$ cat src/rtl/serial_adder_pkg.sv
`default_nettype none
// ============================================================================
// Module   : serial_adder_pkg
// Purpose  : State encoding and sizing helper shared by the serial adder.
// Revision : 1.0 - initial release
// ============================================================================
package serial_adder_pkg;

    // Sequencer state encoding
    localparam logic [1:0] ST_IDLE = 2'd0;
    localparam logic [1:0] ST_RUN  = 2'd1;
    localparam logic [1:0] ST_DONE = 2'd2;

    // Bits needed for a counter running 0..n-1. Never returns less than one
    // bit, so a single-digit adder still has a legal counter vector.
    function automatic int cnt_width(input int n);
        return (n <= 1) ? 1 : $clog2(n);
    endfunction

endpackage : serial_adder_pkg
`default_nettype wire

$ cat src/rtl/serial_adder_fa_slice.sv
`default_nettype none
// ============================================================================
// Module   : fa_slice
// Purpose  : Combinational DIGIT-bit ripple chain of one-bit full adders.
//            Also exposes the carry entering its top bit, which lets the
//            sequencer derive two's-complement overflow on the last digit.
// Revision : 1.0 - initial release
// ============================================================================
module fa_slice #(
    parameter int DIGIT = 1
) (
    input  logic [DIGIT-1:0] x,
    input  logic [DIGIT-1:0] y,
    input  logic             ci,
    output logic [DIGIT-1:0] s,
    output logic             co,
    output logic             c_msb_in
);

    logic carry;

    // Ripple the carry through one full-adder cell per bit, LSB first
    always_comb begin
        s        = '0;
        carry    = ci;
        c_msb_in = ci;
        for (int i = 0; i < DIGIT; i++) begin
            c_msb_in = carry;
            s[i]     = x[i] ^ y[i] ^ carry;
            carry    = (x[i] & y[i]) | (carry & (x[i] ^ y[i]));
        end
        co = carry;
    end

endmodule : fa_slice
`default_nettype wire

$ cat src/rtl/serial_adder.sv
`default_nettype none
// ============================================================================
// Module   : serial_adder
// Purpose  : Handshaked multi-cycle adder. Adds WIDTH-bit a + b + cin,
//            DIGIT bits per clock, producing sum, carry-out and signed
//            overflow with a one-cycle done pulse.
// Revision : 1.0 - initial release
// ============================================================================
module serial_adder
    import serial_adder_pkg::*;
#(
    parameter int WIDTH = 8,
    parameter int DIGIT = 1
) (
    input  logic             clk,
    input  logic             rst,
    input  logic             start,
    input  logic [WIDTH-1:0] a,
    input  logic [WIDTH-1:0] b,
    input  logic             cin,
    output logic             busy,
    output logic             done,
    output logic [WIDTH-1:0] sum,
    output logic             cout,
    output logic             ovf
);

    localparam int N  = WIDTH / DIGIT;
    localparam int CW = cnt_width(N);
    localparam logic [CW-1:0] CNT_LAST = CW'(N - 1);

    logic [1:0]       state_q, state_d;
    logic [CW-1:0]    cnt_q,   cnt_d;
    logic [WIDTH-1:0] sa_q,    sa_d;
    logic [WIDTH-1:0] sb_q,    sb_d;
    logic             carry_q, carry_d;
    logic [WIDTH-1:0] sum_q,   sum_d;
    logic             cout_q,  cout_d;
    logic             ovf_q,   ovf_d;

    logic [DIGIT-1:0] slice_s;
    logic             slice_co;
    logic             slice_cmsb;
    logic [WIDTH-1:0] sum_shift;

    fa_slice #(
        .DIGIT (DIGIT)
    ) u_slice (
        .x        (sa_q[DIGIT-1:0]),
        .y        (sb_q[DIGIT-1:0]),
        .ci       (carry_q),
        .s        (slice_s),
        .co       (slice_co),
        .c_msb_in (slice_cmsb)
    );

    // New digit enters at the top; after N shifts the first digit sits at
    // the LSB. A single-digit adder has nothing to shift down.
    if (WIDTH == DIGIT) begin : g_single
        assign sum_shift = slice_s;
    end else begin : g_multi
        assign sum_shift = {slice_s, sum_q[WIDTH-1:DIGIT]};
    end

    // Next-state logic: accept in IDLE/DONE, one digit per RUN cycle
    always_comb begin
        state_d = state_q;
        cnt_d   = cnt_q;
        sa_d    = sa_q;
        sb_d    = sb_q;
        carry_d = carry_q;
        sum_d   = sum_q;
        cout_d  = cout_q;
        ovf_d   = ovf_q;
        case (state_q)
            ST_IDLE, ST_DONE: begin
                if (start) begin
                    sa_d    = a;
                    sb_d    = b;
                    carry_d = cin;
                    cnt_d   = '0;
                    state_d = ST_RUN;
                end else begin
                    state_d = ST_IDLE;
                end
            end
            ST_RUN: begin
                sum_d   = sum_shift;
                sa_d    = sa_q >> DIGIT;
                sb_d    = sb_q >> DIGIT;
                carry_d = slice_co;
                cnt_d   = cnt_q + 1'b1;
                if (cnt_q == CNT_LAST) begin
                    state_d = ST_DONE;
                    cout_d  = slice_co;
                    ovf_d   = slice_cmsb ^ slice_co;
                end
            end
            default: state_d = ST_IDLE;
        endcase
    end

    // State registers with asynchronous clear
    always_ff @(posedge clk or posedge rst) begin
        if (rst) begin
            state_q <= ST_IDLE;
            cnt_q   <= '0;
            sa_q    <= '0;
            sb_q    <= '0;
            carry_q <= 1'b0;
            sum_q   <= '0;
            cout_q  <= 1'b0;
            ovf_q   <= 1'b0;
        end else begin
            state_q <= state_d;
            cnt_q   <= cnt_d;
            sa_q    <= sa_d;
            sb_q    <= sb_d;
            carry_q <= carry_d;
            sum_q   <= sum_d;
            cout_q  <= cout_d;
            ovf_q   <= ovf_d;
        end
    end

    assign busy = (state_q == ST_RUN);
    assign done = (state_q == ST_DONE);
    assign sum  = sum_q;
    assign cout = cout_q;
    assign ovf  = ovf_q;

endmodule : serial_adder
`default_nettype wire

$ cat config.mk
export PLATFORM = sky130hd
export DESIGN_NAME = serial_adder
export DESIGN_NICKNAME = d
export VERILOG_FILES = /design/src/rtl/serial_adder_pkg.sv /design/src/rtl/serial_adder_fa_slice.sv /design/src/rtl/serial_adder.sv
export SDC_FILE = /design/constraint.sdc
export NUM_CORES = 1
export LEC_CHECK = 0
export CAP_MARGIN = 20
export CORE_MARGIN = 3
export CORE_UTILIZATION = 51
export CTS_BUF_LIST = sky130_fd_sc_hd__clkbuf_2
export DETAILED_ROUTE_END_ITERATION = 6
export PLACE_DENSITY_LB_ADDON = 0.1
export SYNTH_ARGS = -nofsm -noshare
export SYNTH_HDL_FRONTEND = slang
export SYNTH_HIERARCHICAL = 1
export SYNTH_SLANG_ARGS = --single-unit
$ cat constraint.sdc
create_clock -name clk -period 1.55 [get_ports clk]
set_input_delay 0.31 -clock clk [delete_from_list [all_inputs] [get_ports clk]]
set_output_delay 0.31 -clock clk [all_outputs]
set_load 0.02 [all_outputs]
==> results of run 1 <==
cell families (layout without fill, tap and decap cells):
family | after synthesis | in the layout
mux | 5 | 5
buf+inv | 13 | 54
flops | 32 | 32
xor+xnor | 1 | 1
fa+ha+maj | 3 | 3
compound gates | 24 | 24
simple gates | 62 | 62
per-layer routing:
metal	GRT usage	vias up	routed length, um
met2	0.329	26	1470
met3	0.0768	11	148
met1	0.216	555	1310
met4	0.0795	0	65
li1	-	557	-
met5	0	-	0
worst paths after layout:
| path | startpoint | end | slack (ns) |
|---|---|---|---|
| max reg2reg | cnt_q[0]$_DFFE_PP0P_ | cnt_q[2]$_DFFE_PP0P_ | 0.14 |
| max | state_q[1]$_DFFE_PP0P_ | done | 0.07 |
| min reg2reg | sum[5]$_DFFE_PP0P_ | sum[4]$_DFFE_PP0P_ | 0.51 |
| min in group clk | sum[5]$_DFFE_PP0P_ | sum[4]$_DFFE_PP0P_ | 0.51 |
| min | rst | sa_q[2]$_DFFE_PP0P_ | 0.31 |
| max in group asynchronous | rst | sb_q[2]$_DFFE_PP0P_ | 0.95 |
power by group:
part | switching [mW] | internal (mW)
Clock | 0.267 | 0.0928
Sequential | 0.274 | 1.23
Combinational | 0.942 | 0.790
Total | 1.48 | 2.11
state kept, by name (all words and copies together), names as in the netlist:
| name | cells |
|---|---|
| sb_q | 8 |
| carry_q | 1 |
| ovf | 1 |
| sa_q | 8 |
| cout | 1 |
| cnt_q | 3 |
| state_q | 2 |
| sum | 8 |
per-stage QoR:
stage          utilization  setup WS [ns]  cell area (um^2)  TNS (ns)  power [mW]
6_report             0.721         0.0741              1840         0        3.59
5_1_grt              0.721         0.0162              1840         0        3.89
3_3_place_gp         0.701         0.0164              1780         0        3.23
2_1_floorplan            -          0.201              1410         0        2.70
3_5_place_dp         0.701        -0.0595              1780    -0.101        3.31
4_1_cts              0.710       0.000179              1810         0        3.60
layout by cell type, fill, tap and decap left out:
cell             count
nor2b_1              2
nand2b_4             1
ha_1                 2
o21ai_0              3
inv_4                1
a211oi_1             1
nor3_1              13
a22o_1               3
a21oi_1              3
mux2_2               2
a22oi_1              1
nor2b_4              1
nand2_1             25
nand2b_1             1
dfrtp_1             32
and2_4               1
inv_1                1
nor2_1              15
buf_4               14
fa_1                 1
o22ai_1             13
nand3_1              3
clkdlybuf4s50_1     19
dlygate4sd2_1       10
clkbuf_2             5
xnor2_1              1
clkinv_1             2
mux2_4               1
buf_6                2
mux2i_1              2
worst min-delay path: stages:
cell and delay [ns]:
clkdlybuf4s50_1 0.40, inv_1 0.05, buf_4 0.35
area by class of cell:
cell class	count	area, um^2
Inverter	2	10.0
Tap cell	30	37.5
Timing Repair Buffer	45	405
Multi-Input combinational cell	95	549
Clock buffer	5	25.0
Fill cell	220	709
Clock inverter	2	7.51
Sequential cell	32	801
what timing repair did:
item	4_1_cts	5_1_grt
endpoints found under the setup margin	12	2
hold endpoints to repair	0	0
gates resized for setup	18	7
pin swaps	0	0
setup buffers	0	2
==> results_dict.tcl, run 1 <==
set metrics [dict create \
    slew_headroom 0.737 \
    power_leakage_nw 0.864 \
    synth_compound_area_frac 0.108 \
    syn_to_final_growth_pct 30.3 \
    drt_iter0_markers 29 \
    dr.pass1.iters 4 \
    powerDensity_mw_per_mm2 1960 \
    maxSlewViolCount 0 \
    synth_top_cell_by_area "dfrtp_1" \
    viasPerCell 5.45 \
    crit_chain "buf_6 > nor2b_4 > buf_6" \
    synth-simple-area-share 0.192 \
    crit_cells 3 \
    end_kind "primary output" \
    syn_area_mm2 0.00141 \
    min_period_ns 1.48 \
    grt_use_total 0.194 \
    crit_top_cell "buf_6" \
    cts-root-buf "clkbuf_2" \
    timing.hold.ws_ns 0.308 \
    clkTransAtPathRegs_ns 0.16 \
    outcome "complete, no violations" \
    critPathTopFamily "flip-flops" \
    clockBufferDepth 2 \
    die_area_mm2 0.00343 \
    synth_top_family_by_area "simple AND/OR/NAND/NOR gates" \
    dp_hpwl_mm 2.08 \
    cts_tree "yes" \
    ys_ff_latch 32 \
    drive_above_1_share 0.155 \
    slowest_stage "dfrtp_1" \
    cp_max_fo 4 \
    start_util 0.554 \
    synth-async-reset-ratio 1.00 \
    vias 1149 \
    netlist.area_leader.share 0.568 \
    cp_data_required_time_ns 1.24 \
    hp-class "input pin to asynchronous set/reset pin" \
    worst_pin_slew_ns 0.394 \
    synth_commonest_cells "32 x dfrtp_1, 25 x nand2_1, 15 x nor2_1, 13 x nor3_1, 13 x o22ai_1" \
    finalCritPeriodShare 0.952 \
    gr-total-overflow 0 \
    synth-warning-count 6 \
    layoutNonFillerInstCount 211 \
    synth-xor-area-share 0.00622 \
    ff2ff_path_depth 4 \
    ys.flop_type "dfrtp_1" \
    die_h_um 58.6 \
    coreArea_mm2 0.00254 \
    port-buffer-count 31 \
    synth_edf_count 0 \
    wirelength_mm 2.99 \
    cp-start-kind "register" \
    final-hold-violation-count 0 \
    postSynthCellCount 140 \
    cpPeakStageDelay_ns 0.42 \
    grt_pass1_vias 1142 \
    peakVddDrop_uv 1670 \
    ios 32 \
    setup_violations 0 \
    seq_area_frac_synth 0.568 \
    fmax_mhz 678 \
    place.gp.congestion 0.761 \
    h-tree-depth 2 \
    synthTopCellsByArea "dfrtp_1 57%, nand2_1 6.7%, o22ai_1 5.8%" \
    crit_type "register to primary output" \
    wl_per_cell_um 14.2 \
    dieWidth_um 58.6 \
    nets 204 \
    maxCapViolCount 0 \
    synth_fa_ha_area_frac 0.0320 \
    cts_made_buffers 5 \
    std_cell_rows 18 \
    synthMostInstantiatedCell "dfrtp_1" \
    syn_avg_cell_area_um2 10.1 \
    drc_errors 0 \
    ctsHoldBuffers 0 \
    antenna_left 0 \
    antenna_found_initial 0 \
    grt_max_degree 33 \
    rsz0062_at_grt "true" \
    path_buf_inv 2 \
    syn-num-nets 163 \
    worst_clock_skew_ns 0.0131 \
    grt_pass1_wl_mm 4.93 \
    clock-sinks 32 \
    n_antenna_cell 0 \
    arrival_ns 1.17 \
    synth.area.mux_share 0.0409 \
    insertion_delay_ns 0.37 \
    dp.cells 202 \
    ys_types 27 \
]
No activity file was read; power rests on OpenSTA's default activity.
==> inputs of run 2 (changes only) <==
==> constraint.sdc (replaced) <==
create_clock -name clk -period 1.55 [get_ports clk]
set_input_delay 0.31 -clock clk [delete_from_list [all_inputs] [get_ports clk]]
set_output_delay 0.31 -clock clk [all_outputs]
set_load 0.05 [all_outputs]
==> run 2 against run 1 <==
Against the previous run: register-to-register slack got worse by 0.06 ns; die area unchanged; clock-buffer cell count unchanged; design area increased by 7.7%; clock skew increased by 0.0040 ns; sequential power increased by 3%; worst hold slack got worse by 0.012 ns; sequential cell count unchanged; critical path type unchanged; largest power group unchanged; highest routed layer unchanged.
==> results_dict.tcl, run 2 (synthesis gave the netlist of run 1 again) <==
set metrics [dict create \
    worst_pin_slew_ns 0.397 \
    drt_iter0_markers 18 \
    h-tree-depth 2 \
    worst_clock_skew_ns 0.0171 \
    cp-start-kind "register" \
    grt_pass1_vias 1144 \
    grt_max_degree 33 \
    coreArea_mm2 0.00254 \
    start_util 0.554 \
    antenna_left 0 \
    dp.cells 199 \
    dp_hpwl_mm 2.07 \
    grt_use_total 0.195 \
    vias 1182 \
    peakVddDrop_uv 1980 \
    ios 32 \
    die_area_mm2 0.00343 \
    layoutNonFillerInstCount 210 \
    min_period_ns 1.53 \
    hp-class "input pin to asynchronous set/reset pin" \
    cts-root-buf "clkbuf_2" \
    cp_data_required_time_ns 1.24 \
    dr.pass1.iters 4 \
    final-hold-violation-count 0 \
    maxSlewViolCount 0 \
    grt_pass1_wl_mm 4.94 \
    dieWidth_um 58.6 \
    n_antenna_cell 0 \
    arrival_ns 1.22 \
    setup_violations 0 \
    drive_above_1_share 0.200 \
    startpoint "state_q[1]$_DFFE_PP0P_" \
    drc_errors 0 \
    syn_to_final_growth_pct 40.3 \
    outcome "complete, no violations" \
    cts_made_buffers 5 \
    cts_tree "yes" \
    tns_ns 0 \
    crit_type "register to primary output" \
    end_kind "primary output" \
    clock-sinks 32 \
    final_common_cell "dfrtp_1" \
    die_h_um 58.6 \
    wirelength_mm 3.04 \
    insertion_delay_ns 0.37 \
    power_leakage_nw 0.902 \
    fmax_mhz 656 \
    gr-total-overflow 0 \
    reg2reg_setup_slack_ns 0.08 \
    wl_per_cell_um 14.5 \
    powerDensity_mw_per_mm2 2310 \
    final_cell_mix "32 x dfrtp_1, 25 x nand2_1, 19 x clkdlybuf4s50_1, 15 x nor2_1" \
    r2r_start "state_q[1]$_DFFE_PP0P_" \
    nets 202 \
    cp_max_fo 2 \
    clockBufferDepth 2 \
    finalCritPeriodShare 0.984 \
    std_cell_rows 18 \
    viasPerCell 5.63 \
    port-buffer-count 31 \
    rsz0062_at_grt "true" \
    antenna_found_initial 0 \
    maxCapViolCount 0 \
    place.gp.congestion 0.757 \
    timing.hold.ws_ns 0.296 \
    slew_headroom 0.735 \
    clkTransAtPathRegs_ns 0.17 \
]
run 2: layer usage:
layer | share of wire | vias up | GRT usage
met3 | 0.050 | 8 | 0.0504
met4 | 0.021 | 0 | 0.103
met5 | 0 | - | 0
met2 | 0.50 | 42 | 0.317
met1 | 0.43 | 575 | 0.238
li1 | - | 557 | -
run 2: worst max-delay path, stage by stage, from the launching register on:
cell	delay (ns)
dfrtp_1	0.41
nand2b_1	0.20
inv_4	0.10
buf_12	0.13
run 2: layout make-up:
type,count,area [um^2]
Inverter,2,10.0
Fill cell,160,568
Multi-Input combinational cell,95,542
Sequential cell,32,801
Clock buffer,5,25.0
Timing Repair Buffer,43,524
Clock inverter,3,37.5
Tap cell,30,37.5
run 2: worst paths after layout:
kind	to	cells after the start
max	busy	3
min	sa_q[5]$_DFFE_PP0P_	3
max reg2reg	cout$_DFFE_PP0P_	5
min reg2reg	cnt_q[0]$_DFFE_PP0P_	1
max in group asynchronous	sa_q[1]$_DFFE_PP0P_	3
min in group clk	cnt_q[0]$_DFFE_PP0P_	1
run 2: through the flow:
stage               utilization  setup WS [ns]  power [mW]  instance area [um^2]
floorplan                     -         0.0252        3.00                  1410
global placement          0.739         0.0580        3.85                  1880
detailed placement        0.739        -0.0538        3.96                  1880
CTS                       0.771         0.0134        4.55                  1960
global route              0.777        -0.0519        4.84                  1980
finish                    0.777         0.0250        4.57                  1980
run 2: power by group:
| part | switching [mW] | internal [mW] |
|---|---|---|
| logic | 1.31 | 1.17 |
| clock network | 0.280 | 0.263 |
| registers | 0.325 | 1.23 |
| total | 1.91 | 2.66 |
run 2: timing repair:
| item | CTS | global route |
|---|---|---|
| buffers inserted | 1 | 2 |
| gates resized for setup | 3 | 0 |
| setup endpoints to repair | 2 | 2 |
| hold buffers | 0 | 0 |
| cloned | 0 | 0 |
